<file path="config.mk">
export PLATFORM = sky130hd
export DESIGN_NAME = vlog_tap_parser
export DESIGN_NICKNAME = d
export VERILOG_FILES = /design/src/rtl/vlog_tap_parser.sv
export SDC_FILE = /design/constraint.sdc
export NUM_CORES = 1
export LEC_CHECK = 0
export BUFFER_PORTS_ARGS = -buffer_cell sky130_fd_sc_hd__buf_2
export CORE_ASPECT_RATIO = 0.9
export CORE_MARGIN = 2
export CORE_UTILIZATION = 58
export CTS_BUF_LIST = sky130_fd_sc_hd__clkbuf_16
export DETAILED_ROUTE_END_ITERATION = 8
export PLACE_DENSITY = 0.79
export SYNTH_ARGS = -nofsm -noshare
export SYNTH_HDL_FRONTEND = slang
export SYNTH_SLANG_ARGS = --single-unit
</file>
<file path="constraint.sdc">
create_clock -name clk -period 5.5 [get_ports clk]
set_input_delay 1.1 -clock clk [delete_from_list [all_inputs] [get_ports clk]]
set_output_delay 1.1 -clock clk [all_outputs]
set_load 0.01 [all_outputs]
</file>
<file path="src/rtl/vlog_tap_parser.sv">
`default_nettype none
// ============================================================================
//  Module      : vlog_tap_parser
//  Description : TAP text stream reader. It parses the plan line and the
//                ok / not ok result lines, emits one event per result and
//                keeps pass/fail counters plus a sticky first-error code.
//  Revision    : 1.0 - initial release
// ============================================================================
module vlog_tap_parser #(
    parameter int CNT_W      = 16,
    parameter int MAX_DIGITS = 5
) (
    input  logic             clk,
    input  logic             rst_n,
    input  logic [7:0]       byte_i,
    input  logic             valid_i,
    output logic             ready_o,
    output logic             ev_valid_o,
    input  logic             ev_ready_i,
    output logic             ev_ok_o,
    output logic [CNT_W-1:0] ev_num_o,
    output logic             plan_valid_o,
    output logic [CNT_W-1:0] plan_o,
    output logic [CNT_W-1:0] pass_cnt_o,
    output logic [CNT_W-1:0] fail_cnt_o,
    output logic             err_o,
    output logic [2:0]       err_code_o,
    output logic             done_o,
    output logic             all_pass_o
);

    localparam int DIG_W = $clog2(MAX_DIGITS + 1);

    localparam logic [3:0] S_LINE_START = 4'd0;
    localparam logic [3:0] S_PLAN_DOT1  = 4'd1;
    localparam logic [3:0] S_PLAN_DOT2  = 4'd2;
    localparam logic [3:0] S_PLAN_NUM   = 4'd3;
    localparam logic [3:0] S_NOT_O      = 4'd4;
    localparam logic [3:0] S_NOT_T      = 4'd5;
    localparam logic [3:0] S_NOT_SP     = 4'd6;
    localparam logic [3:0] S_OK_O       = 4'd7;
    localparam logic [3:0] S_OK_K       = 4'd8;
    localparam logic [3:0] S_OK_SP      = 4'd9;
    localparam logic [3:0] S_NUM        = 4'd10;
    localparam logic [3:0] S_SKIP_DESC  = 4'd11;
    localparam logic [3:0] S_SKIP       = 4'd12;

    localparam logic [2:0] c_err_syntax = 3'd1;
    localparam logic [2:0] c_err_noplan = 3'd2;
    localparam logic [2:0] c_err_dup    = 3'd3;
    localparam logic [2:0] c_err_seq    = 3'd4;
    localparam logic [2:0] c_err_ovf    = 3'd5;
    localparam logic [2:0] c_err_beyond = 3'd6;

    logic [3:0]       r_state;
    logic [CNT_W-1:0] r_acc;
    logic [DIG_W-1:0] r_ndig;
    logic             r_is_ok;
    logic             r_ev_valid;
    logic             r_ev_ok;
    logic [CNT_W-1:0] r_ev_num;
    logic             r_plan_valid;
    logic [CNT_W-1:0] r_plan;
    logic [CNT_W-1:0] r_pass;
    logic [CNT_W-1:0] r_fail;
    logic             r_err;
    logic [2:0]       r_err_code;

    logic             w_accept;
    logic             w_is_nl;
    logic             w_is_digit;
    logic [CNT_W+3:0] w_acc_ext;
    logic             w_num_ovf;
    logic [CNT_W:0]   w_expect;
    logic [3:0]       w_state_nxt;
    logic [CNT_W-1:0] w_acc_nxt;
    logic [DIG_W-1:0] w_ndig_nxt;
    logic             w_is_ok_nxt;
    logic             w_err_set;
    logic [2:0]       w_err_code;
    logic             w_plan_load;
    logic             w_ev_fire;

    assign w_accept   = valid_i && !r_ev_valid;
    assign w_is_nl    = (byte_i == 8'h0A);
    assign w_is_digit = (byte_i >= 8'h30) && (byte_i <= 8'h39);
    assign w_acc_ext  = ({4'b0, r_acc} * (CNT_W+4)'(10)) + {{CNT_W{1'b0}}, byte_i[3:0]};
    assign w_num_ovf  = (r_ndig >= DIG_W'(MAX_DIGITS)) || (|w_acc_ext[CNT_W+3:CNT_W]);
    assign w_expect   = {1'b0, r_pass} + {1'b0, r_fail} + {{CNT_W{1'b0}}, 1'b1};

    always_comb begin
        w_state_nxt = r_state;
        w_acc_nxt   = r_acc;
        w_ndig_nxt  = r_ndig;
        w_is_ok_nxt = r_is_ok;
        w_err_set   = 1'b0;
        w_err_code  = 3'd0;
        w_plan_load = 1'b0;
        w_ev_fire   = 1'b0;

        if (w_accept && (byte_i != 8'h0D)) begin
            case (r_state)
                S_LINE_START: begin
                    w_acc_nxt  = '0;
                    w_ndig_nxt = '0;
                    if (byte_i == "1")       w_state_nxt = S_PLAN_DOT1;
                    else if (byte_i == "n") begin
                        w_state_nxt = S_NOT_O;
                        w_is_ok_nxt = 1'b0;
                    end else if (byte_i == "o") begin
                        w_state_nxt = S_OK_K;
                        w_is_ok_nxt = 1'b1;
                    end else if (byte_i == "#") w_state_nxt = S_SKIP;
                    else if (!w_is_nl) begin
                        w_err_set   = 1'b1;
                        w_err_code  = c_err_syntax;
                        w_state_nxt = S_SKIP;
                    end
                end
                S_PLAN_DOT1, S_PLAN_DOT2, S_NOT_O, S_NOT_T, S_NOT_SP,
                S_OK_O, S_OK_K, S_OK_SP: begin
                    if ((r_state == S_PLAN_DOT1) && (byte_i == "."))      w_state_nxt = S_PLAN_DOT2;
                    else if ((r_state == S_PLAN_DOT2) && (byte_i == ".")) w_state_nxt = S_PLAN_NUM;
                    else if ((r_state == S_NOT_O) && (byte_i == "o"))     w_state_nxt = S_NOT_T;
                    else if ((r_state == S_NOT_T) && (byte_i == "t"))     w_state_nxt = S_NOT_SP;
                    else if ((r_state == S_NOT_SP) && (byte_i == " "))    w_state_nxt = S_OK_O;
                    else if ((r_state == S_OK_O) && (byte_i == "o"))      w_state_nxt = S_OK_K;
                    else if ((r_state == S_OK_K) && (byte_i == "k"))      w_state_nxt = S_OK_SP;
                    else if ((r_state == S_OK_SP) && (byte_i == " "))     w_state_nxt = S_NUM;
                    else begin
                        w_err_set   = 1'b1;
                        w_err_code  = c_err_syntax;
                        w_state_nxt = w_is_nl ? S_LINE_START : S_SKIP;
                    end
                end
                S_PLAN_NUM, S_NUM: begin
                    if (w_is_digit) begin
                        if (w_num_ovf) begin
                            w_err_set   = 1'b1;
                            w_err_code  = c_err_ovf;
                            w_state_nxt = S_SKIP;
                        end else begin
                            w_acc_nxt  = w_acc_ext[CNT_W-1:0];
                            w_ndig_nxt = r_ndig + 1'b1;
                        end
                    end else if ((r_state == S_NUM) && (byte_i == " ") && (r_ndig != '0)) begin
                        w_state_nxt = S_SKIP_DESC;
                    end else if (w_is_nl && (r_ndig != '0)) begin
                        w_state_nxt = S_LINE_START;
                        if (r_state == S_PLAN_NUM) begin
                            if (r_plan_valid) begin
                                w_err_set  = 1'b1;
                                w_err_code = c_err_dup;
                            end else if (r_acc == '0) begin
                                w_err_set  = 1'b1;
                                w_err_code = c_err_syntax;
                            end else begin
                                w_plan_load = 1'b1;
                            end
                        end else begin
                            w_ev_fire = 1'b1;
                        end
                    end else begin
                        w_err_set   = 1'b1;
                        w_err_code  = c_err_syntax;
                        w_state_nxt = w_is_nl ? S_LINE_START : S_SKIP;
                    end
                end
                S_SKIP_DESC: begin
                    if (w_is_nl) begin
                        w_state_nxt = S_LINE_START;
                        w_ev_fire   = 1'b1;
                    end
                end
                S_SKIP: begin
                    if (w_is_nl) w_state_nxt = S_LINE_START;
                end
                default: w_state_nxt = S_LINE_START;
            endcase

            // A completed result line without a plan is dropped; otherwise the
            // event goes out even when it is out of sequence or beyond the plan.
            if (w_ev_fire) begin
                if (!r_plan_valid) begin
                    w_ev_fire  = 1'b0;
                    w_err_set  = 1'b1;
                    w_err_code = c_err_noplan;
                end else if ({1'b0, r_acc} != w_expect) begin
                    w_err_set  = 1'b1;
                    w_err_code = c_err_seq;
                end else if (r_acc > r_plan) begin
                    w_err_set  = 1'b1;
                    w_err_code = c_err_beyond;
                end
            end
        end
    end

    always_ff @(posedge clk) begin
        if (!rst_n) begin
            r_state      <= S_LINE_START;
            r_acc        <= '0;
            r_ndig       <= '0;
            r_is_ok      <= 1'b0;
            r_ev_valid   <= 1'b0;
            r_ev_ok      <= 1'b0;
            r_ev_num     <= '0;
            r_plan_valid <= 1'b0;
            r_plan       <= '0;
            r_pass       <= '0;
            r_fail       <= '0;
            r_err        <= 1'b0;
            r_err_code   <= 3'd0;
        end else begin
            r_state <= w_state_nxt;
            r_acc   <= w_acc_nxt;
            r_ndig  <= w_ndig_nxt;
            r_is_ok <= w_is_ok_nxt;
            if (r_ev_valid && ev_ready_i) r_ev_valid <= 1'b0;
            if (w_ev_fire) begin
                r_ev_valid <= 1'b1;
                r_ev_ok    <= r_is_ok;
                r_ev_num   <= r_acc;
                if (r_is_ok) begin
                    if (r_pass != {CNT_W{1'b1}}) r_pass <= r_pass + 1'b1;
                end else begin
                    if (r_fail != {CNT_W{1'b1}}) r_fail <= r_fail + 1'b1;
                end
            end
            if (w_plan_load) begin
                r_plan_valid <= 1'b1;
                r_plan       <= r_acc;
            end
            if (w_err_set && !r_err) begin
                r_err      <= 1'b1;
                r_err_code <= w_err_code;
            end
        end
    end

    assign ready_o      = !r_ev_valid;
    assign ev_valid_o   = r_ev_valid;
    assign ev_ok_o      = r_ev_ok;
    assign ev_num_o     = r_ev_num;
    assign plan_valid_o = r_plan_valid;
    assign plan_o       = r_plan;
    assign pass_cnt_o   = r_pass;
    assign fail_cnt_o   = r_fail;
    assign err_o        = r_err;
    assign err_code_o   = r_err_code;
    assign done_o       = r_plan_valid && (({1'b0, r_pass} + {1'b0, r_fail}) == {1'b0, r_plan});
    assign all_pass_o   = done_o && (r_fail == '0) && !r_err;

endmodule
`default_nettype wire

</file>
# After elaboration in Yosys (flattened, before gate mapping)
# Index checks and enable logic that the tools add are counted.
# Widths: inputs -> output; s select.
# op_classes
add_sub_neg	6
n_mul	1
n_div	0
order_cmp	4
n_eq_ne	31
n_shift	0
muxes	100
bitwise_logic	2
reduce_logical	38
# op_table
cell	n
$mux 4	19
$mux 1	60
$mux 3	11
$add 16x1->16 const B	2
$eq 8x6->1 const B	4
$eq 8x7->1 const B	4
$logic_not 16->1	2
$mux 16	2
$ne 16x16->1 const B	2
$pmux 16 s2	1
$add 20x4->20	1
$eq 4x4->1 const B	5
$logic_and 1x1->1	19
$mul 16x3->19 const B	1
$add 16x16->17	1
$add 17x1->17 const B	1
$eq 17x16->1	1
$ne 16x17->1	1
$eq 4x3->1 const B	4
$gt 16x16->1	1
$pmux 4 s4	1
$reduce_and 4->1	3
$pmux 3 s3	1
$eq 4x2->1 const B	2
25 further kinds	33
# word_totals
ff_bits	95
latch_bits	0
mem_bits_rw	0
rom_bits	0
input_bits	12
out_inout_bits	74
word_cells	195
mem_count	0

# Longest topological paths before layout
# Gate-level depths: netlist of run 1.
# depth
depth_word	17
mapped_depth	16
depth_no_buf	15

# Least setup slack after synthesis of run 1
# OpenSTA, ideal clock, no wires.
# synth_path
path_kind	register to output
start	register r_pass[0], in the netlist pass_cnt_o[0]
end	output all_pass_o
arrival_time_ns	3.237
required_ns	4.400
slack_ns	1.163
stages_incl_launch_ff	13
n_path_buf	0
cell_sequence	dfxtp_1 -> ha_1 -> fa_1 -> a21o_1 -> a211oi_2 -> a21oi_1 -> xnor2_1 -> nor3_1 -> nand4_1 -> nor4_1 -> nand4_1 -> nor4_1 -> and4_1
# synth_between
elab_chain_cells	5
# synth_rtl
element	line_no	text
start: declaration	64	logic [CNT_W-1:0] r_pass;
start signal: assignment	225	if (r_pass != {CNT_W{1'b1}}) r_pass <= r_pass + 1'b1;
$add 16x16->17	251	assign done_o = r_plan_valid && (({1'b0, r_pass} + {1'b0, r_fail}) == {1'b0, r_plan});
$eq 17x16->1	251	
$logic_and 1x1->1	251	
via done_o	28	output logic done_o,
$logic_and 1x1->1 (2 in a row)	252	assign all_pass_o = done_o && (r_fail == '0) && !r_err;
end: declaration	29	output logic all_pass_o
# The timed path passes the listed nets, and every way through them passes these cells.

# Worst setup path in the final report of run 1
# layout_path
start	register r_pass[0], in the netlist pass_cnt_o[0]
end	output all_pass_o
# layout_between
elab_chain_cells	5
# layout_rtl
element	line_no
$add 16x16->17	251
$eq 17x16->1	251
$logic_and 1x1->1	251
$logic_and 1x1->1 (2 in a row)	252
# No other way between the ends.

==> results of run 1 <==
layer usage:
| layer | global-route usage | vias to the layer above | part of all wire | wire length [µm] |
|---|---|---|---|---|
| li1 | - | 3857 | - | - |
| met3 | 0.06642 | 35 | 0.091 | 2099 |
| met2 | 0.4762 | 350 | 0.44 | 10110 |
| met1 | 0.4349 | 3799 | 0.46 | 10520 |
| met4 | 0.07536 | 0 | 0.015 | 350 |
| met5 | 0 | - | 0 | 0 |
synth_stat cells (10+ instances only):
library cell	n	area (µm²)
nor2_1	100	375.4
nand2_1	97	364.1
dfxtp_1	95	1902
ha_1	70	875.8
a21oi_1	56	280.3
xnor2_1	55	481.7
nand3_1	45	225.2
inv_1	43	161.4
mux2i_1	38	380.4
xor2_1	29	254.0
and2_1	28	175.2
o21ai_0	27	135.1
clkbuf_1	24	90.09
nor2b_1	24	150.1
nand4_1	23	143.9
and3_1	18	112.6
nor3_1	18	90.09
nor4_1	17	106.4
a21o_1	13	97.59
buf_2	10	50.05
cells in the final DEF, fill, tap and decap left out, drive strengths merged, types with 29 or more instances in the layout:
| master | instances |
|---|---|
| o21ai | 31 |
| xor2 | 29 |
| dfxtp | 95 |
| buf | 96 |
| ha | 70 |
| nand3 | 46 |
| inv | 47 |
| mux2i | 38 |
| xnor2 | 56 |
| nand2 | 97 |
| a21oi | 60 |
| nor2 | 103 |
final cells by class:
type | count | area (µm²) | area share
inverter | 44 | 165.2 | 0.01820
multi-input combinational | 846 | 5932 | 0.6537
clock buffer | 9 | 225.2 | 0.02482
timing repair buffer | 96 | 508.0 | 0.05598
clock inverter | 7 | 101.3 | 0.01117
sequential | 95 | 1902 | 0.2096
tap | 193 | 241.5 | 0.02661
kinds of logic after synthesis:
group | Yosys count
adders and majority gates | 73
buffers and inverters | 81
DFF | 95
xor gates and xnor gates | 87
AOI/OAI and AO/OA | 198
and+or+nand+nor | 445
muxes | 43
power by group through the flow:
stage / clock network, mW / registers (mW) / logic [mW]
2_1_floorplan: 0 / 0.713 / 0.0650
6_report: 0.705 / 0.702 / 0.0893
3_5_place_dp: 0 / 0.717 / 0.0876
3_3_place_gp: 0 / 0.718 / 0.0874
5_1_grt: 0.733 / 0.702 / 0.0986
4_1_cts: 0.711 / 0.701 / 0.0879
per-stage QoR:
step	hold WS, ns	area (µm²)	power (mW)	instances
after floorplan	0.4805	8162	0.7780	1022
after global placement	0.4424	8748	0.8050	1274
after detailed placement	0.4467	8748	0.8051	1274
after CTS	0.4579	9075	1.500	1290
after global routing	0.4722	9075	1.534	1290
final	0.4604	9075	1.496	1290
critical path, delay by kind of cell (launching register included):
family	cells	cell delay, ns
and+or+nand+nor	6	1.54
AOI/OAI and AO/OA	3	0.77
adders and majority gates	2	0.70
DFF	1	0.36
xor gates and xnor gates	1	0.15
buffers and inverters	1	0.13
worst max path at each step:
stage / startpoint / to / slack (ns) / cells past startpoint
global placement: pass_cnt_o[0]$_SDFFE_PN0P_ / all_pass_o / 0.87 / 13
global route: pass_cnt_o[0]$_SDFFE_PN0P_ / all_pass_o / 0.11 / 13
finish: pass_cnt_o[0]$_SDFFE_PN0P_ / all_pass_o / 0.38 / 13
detailed placement: pass_cnt_o[0]$_SDFFE_PN0P_ / all_pass_o / 0.83 / 13
floorplan: pass_cnt_o[0]$_SDFFE_PN0P_ / all_pass_o / 1.16 / 12
CTS: pass_cnt_o[0]$_SDFFE_PN0P_ / all_pass_o / 0.42 / 13
state kept, by name, summed over array words and instances, names as in the netlist:
name and flops:
pass_cnt_o 16, fail_cnt_o 16, r_state 4, plan_o 16, r_ndig 3, plan_valid_o 1, ev_ok_o 1, ev_num_o 16
r_is_ok 1, r_acc 16, err_code_o 3, err_o 1, ev_valid_o 1
==> run metrics, run 1 <==
Seq pwr share=0.469; Slowest cell on crit path=nor4_1; Nets=1177; Fmax=0.1951 GHz; Final Setup Violations=0; CTS resizes=0; hold_buf cts=0; r2r setup slk=1.06 ns; Pwr Density=164.8 nW/µm²; compound-gate portion of the synthesized area=0.1702; period utilisation layout=0.9317; Setup Total Neg Slack=0 ns; GRT Total Usage=0.3066; post-synthesis mux area share=0.05350; antenna-violating nets left=0; share of cells above drive strength 1=0.1349; Combinational Power Share=0.060; crit-path max FO=5; Synth Register Bits=95; P_int=1.130 mW; clock buffer depth=2; die width=129.0 µm; Initial Utilization=0.5871; # DRC=0; Worst Tran Pin Value=1.174 ns; Root Driver=clkbuf_16; first-pass iteration count of the detailed router=6; dpl hpwl=16920 µm; P&R area growth vs syn=11.19%; CP Class=reg2out; number of flops mapped to enable cells by yosys=0; standard-cell row count=41; wire per inst=17.89 µm; critical path, cell by cell=ha_1 -> fa_1 -> a21o_1 -> a211oi_2 -> a21oi_1 -> xnor2_1 -> nor3_1 -> nand4_1 -> nor4_1 -> nand4_1 -> nor4_1 -> and4_1 -> buf_2; routed vias/inst=6.233; synthesized area per cell=7.986 µm²; Antenna diodes=0; FF-to-FF path depth=17; H-tree levels=3; Cells after Synth=1022; grt ovf=0; placer congestion estimate=0.9879; first-pass GRT wire length=36690 µm; Setup crit end kind=output port; Min Clock Period, post-route=5.124 ns; Max-cap violations=0; Synthesis Warnings=0; Setup WS pre-CTS=0.8334 ns; First DRT Iteration DRCs=774; Final Max Slew Viols=0; PortBufs=85; FFs w/ async S/R, synth=0; worst stage delay on the critical path=0.48 ns; die height=116.5 µm; largest family of logic cells by synthesized area=simple AND/OR/NAND/NOR gates; largest net degree at the start of global routing=63; CTS tree=yes; Data required, critical path=4.40 ns; FILL cells=1218; worst IR drop on VDD=157.8 µV; Hold EP=ev_num_o[0]$_SDFFE_PN0P_; Post-Synth Adder-Cell Area=0.1147; Num CTS Buffers=9; Post-Syn Area=8162 µm²; Detailed Route WL=23080 µm; switching power=366.3 µW; Clock Skews=0.007549 ns; LEAKAGE=3.819 nW; setup bufs post-CTS=0; PnR worst setup slack=0.3757 ns; r2r startpoint=r_acc[1]$_SDFFE_PN0P_; Clock Power Share=0.471; WP data arrival=4.02 ns; hold path cells=2; Netlist cell types=91; Startpoint Class=register; Worst-path clk slew=0.07 ns; sequential fraction of the synthesis area=0.2330; Layout Utilization=0.6528; Worst Hold Launch=ev_num_o[0]$_SDFFE_PN0P_; slew margin rel.=0.2161; I/O pin count=86; Final Hold Fails=0; Net Sw Frac=0.2448; die area=15040 µm²; clk_lat worst skew=0.36 ns; Vias=8041; R2R Path End=r_acc[0]$_SDFFE_PN0P_; Post-synth top flop=dfxtp_1; simple-gate portion of the synthesized area=0.2904; Synthesized Nets=1107; number of clock sinks=95; vias in the first global route=7063; hold crit path type=reg2reg; initial antenna violation count=0; XOR/XNOR share of the synthesized area=0.09765; RSZ-0062 raised after global routing=false; status=finished clean; Core Region=13900 µm²
(Power assumes the default switching activity.)
==> inputs of run 2 (changes only) <==
--- a/config.mk
+++ b/config.mk
@@ -6,8 +6,7 @@
 export NUM_CORES = 1
 export LEC_CHECK = 0
 export BUFFER_PORTS_ARGS = -buffer_cell sky130_fd_sc_hd__buf_2
-export CORE_ASPECT_RATIO = 0.9
-export CORE_MARGIN = 2
+export CORE_ASPECT_RATIO = 1.1
 export CORE_UTILIZATION = 58
 export CTS_BUF_LIST = sky130_fd_sc_hd__clkbuf_16
 export DETAILED_ROUTE_END_ITERATION = 8
==> run 2 against run 1 <==
Against the previous run: first-iteration DRC count down 19%; critical path depth unchanged; count of clock-buffer cells in the layout unchanged; clock skew up 0.0063 ns; non-clock buffer count is 7 lower; worst setup slack improved by 0.10 ns; register-to-register slack about the same; total power fell by 1.8%; routed wire length decreased by 6.4%; sequential share of layout area increased by 0.15 points; design area is 0.73% lower; clock power decreased by 3.7%; largest power group is now registers; highest routed layer unchanged.
==> run metrics, run 2 (synthesis results as in run 1) <==
Pwr Density=163.1 nW/µm²; vias in the first global route=7199; P_int=1.126 mW; Num CTS Buffers=9; period utilisation layout=0.9130; Final Hold Fails=0; status=finished clean; Startpoint Class=register; RSZ-0062 raised after global routing=false; Worst-path clk slew=0.07 ns; leading cell types in the layout, fill and taps excluded=nor2_1, nand2_1, dfxtp_1, buf_2, ha_1; Core Region=13790 µm²; WP data arrival=3.92 ns; CTS tree=yes; Critical Path End=all_pass_o; Setup Total Neg Slack=0 ns; first-pass iteration count of the detailed router=5; die area=14550 µm²; FF-to-FF path depth=16; I/O pin count=86; antenna-violating nets left=0; placer congestion estimate=0.9372; hold crit path type=reg2reg; Seq pwr share=0.477; CP Class=reg2out; clock buffer depth=2; Vias=7791; GRT Total Usage=0.3030; CTS resizes=0; Design Area, Final=9009 µm²; setup bufs post-CTS=0; grt ovf=0; Clock Power Share=0.462; Pwr Total=1.469 mW; r2r startpoint=r_acc[2]$_SDFFE_PN0P_; first-pass GRT wire length=35220 µm; Root Driver=clkbuf_16; initial antenna violation count=0; Setup crit end kind=output port; Nets=1170; LEAKAGE=3.780 nW; First DRT Iteration DRCs=625; Antenna diodes=0; H-tree levels=3; worst IR drop on VDD=154.0 µV; Initial Utilization=0.5917; Final Max Slew Viols=0; dpl hpwl=16190 µm; Net Sw Frac=0.2337; die width=115.1 µm; Fmax=0.1992 GHz; Data required, critical path=4.40 ns; switching power=343.3 µW; Max-cap violations=0; R2R Path End=r_acc[10]$_SDFFE_PN0P_; wire per inst=16.91 µm; Combinational Power Share=0.061; Min Clock Period, post-route=5.021 ns; r2r setup slk=1.07 ns; Layout Cells excl Fill=1278; Worst Tran Pin Value=1.103 ns; hold_buf cts=0; Detailed Route WL=21610 µm; P&R area growth vs syn=10.38%; number of clock sinks=95; slew margin rel.=0.2633; die height=126.4 µm; Placed Instance Area=8690 µm²; Clock Skews=0.01381 ns; standard-cell row count=45; DP Cell Count=1262; commonest non-fill, non-tap cell in the layout=nor2_1; Critical path origin=pass_cnt_o[0]$_SDFFE_PN0P_; share of cells above drive strength 1=0.1284; Final Setup Violations=0; PortBufs=85; # DRC=0; routed vias/inst=6.096; crit-path max FO=5; clk_lat worst skew=0.35 ns; largest net degree at the start of global routing=63
run 2: cell types whose count changed in the layout (fill, tap and decap cells not counted):
cell / change
inv_6: +1
inv_8: -1
inv_1: +1
buf_4: -7
clkinv_4: -1
run 2: worst min-delay path by stage:
| stage | startpoint | to | slack [ns] | cells past startpoint |
|---|---|---|---|---|
| global placement | ev_num_o[0]$_SDFFE_PN0P_ | ev_num_o[0]$_SDFFE_PN0P_ | 0.44 | 2 |
| finish | ev_num_o[8]$_SDFFE_PN0P_ | ev_num_o[8]$_SDFFE_PN0P_ | 0.45 | 2 |
| floorplan | ev_num_o[0]$_SDFFE_PN0P_ | ev_num_o[0]$_SDFFE_PN0P_ | 0.48 | 2 |
| detailed placement | ev_num_o[2]$_SDFFE_PN0P_ | ev_num_o[2]$_SDFFE_PN0P_ | 0.44 | 2 |
| global route | ev_num_o[8]$_SDFFE_PN0P_ | ev_num_o[8]$_SDFFE_PN0P_ | 0.47 | 2 |
| CTS | ev_num_o[2]$_SDFFE_PN0P_ | ev_num_o[2]$_SDFFE_PN0P_ | 0.45 | 2 |
run 2: worst max-delay path, cell delays in order, from the launching register on:
cell,delay [ns]
dfxtp_1,0.37
ha_1,0.26
fa_1,0.46
a21o_1,0.25
a211oi_2,0.40
a21oi_1,0.14
xnor2_1,0.16
nor3_1,0.14
nand4_1,0.13
nor4_1,0.26
nand4_1,0.13
nor4_1,0.49
and4_1,0.27
buf_2,0.13
run 2: power groups by stage:
stage / sequential (mW) / combinational [mW] / clock (mW)
after floorplan: 0.713 / 0.0650 / 0
after global placement: 0.716 / 0.0872 / 0
after detailed placement: 0.716 / 0.0881 / 0
after CTS: 0.700 / 0.0881 / 0.686
after global routing: 0.701 / 0.0975 / 0.719
final: 0.701 / 0.0894 / 0.679
run 2: stage by stage:
step             util  setup WS, ns  hold WS (ns)
2_1_floorplan       -         1.163        0.4805
3_3_place_gp   0.6299        0.9610        0.4405
3_5_place_dp   0.6299        0.8854        0.4434
4_1_cts        0.6531        0.5248        0.4528
5_1_grt        0.6531        0.2118        0.4728
6_report       0.6531        0.4787        0.4498
run 2: metal layers:
| metal | routed length, µm | GRT usage | part of all wire |
|---|---|---|---|
| met5 | 0 | 0 | 0 |
| met3 | 1205 | 0.05017 | 0.056 |
| met4 | 757 | 0.1467 | 0.035 |
| met1 | 9361 | 0.3732 | 0.43 |
| met2 | 10290 | 0.5099 | 0.48 |
run 2: cell type report:
class,instances,area (µm²)
clock inverters,7,93.84
clock buffers,9,225.2
well taps,188,235.2
inverters,44,165.2
repair buffers,89,455.4
fillers,1213,4786
flip-flops and latches,95,1902
multi-input cells,846,5932
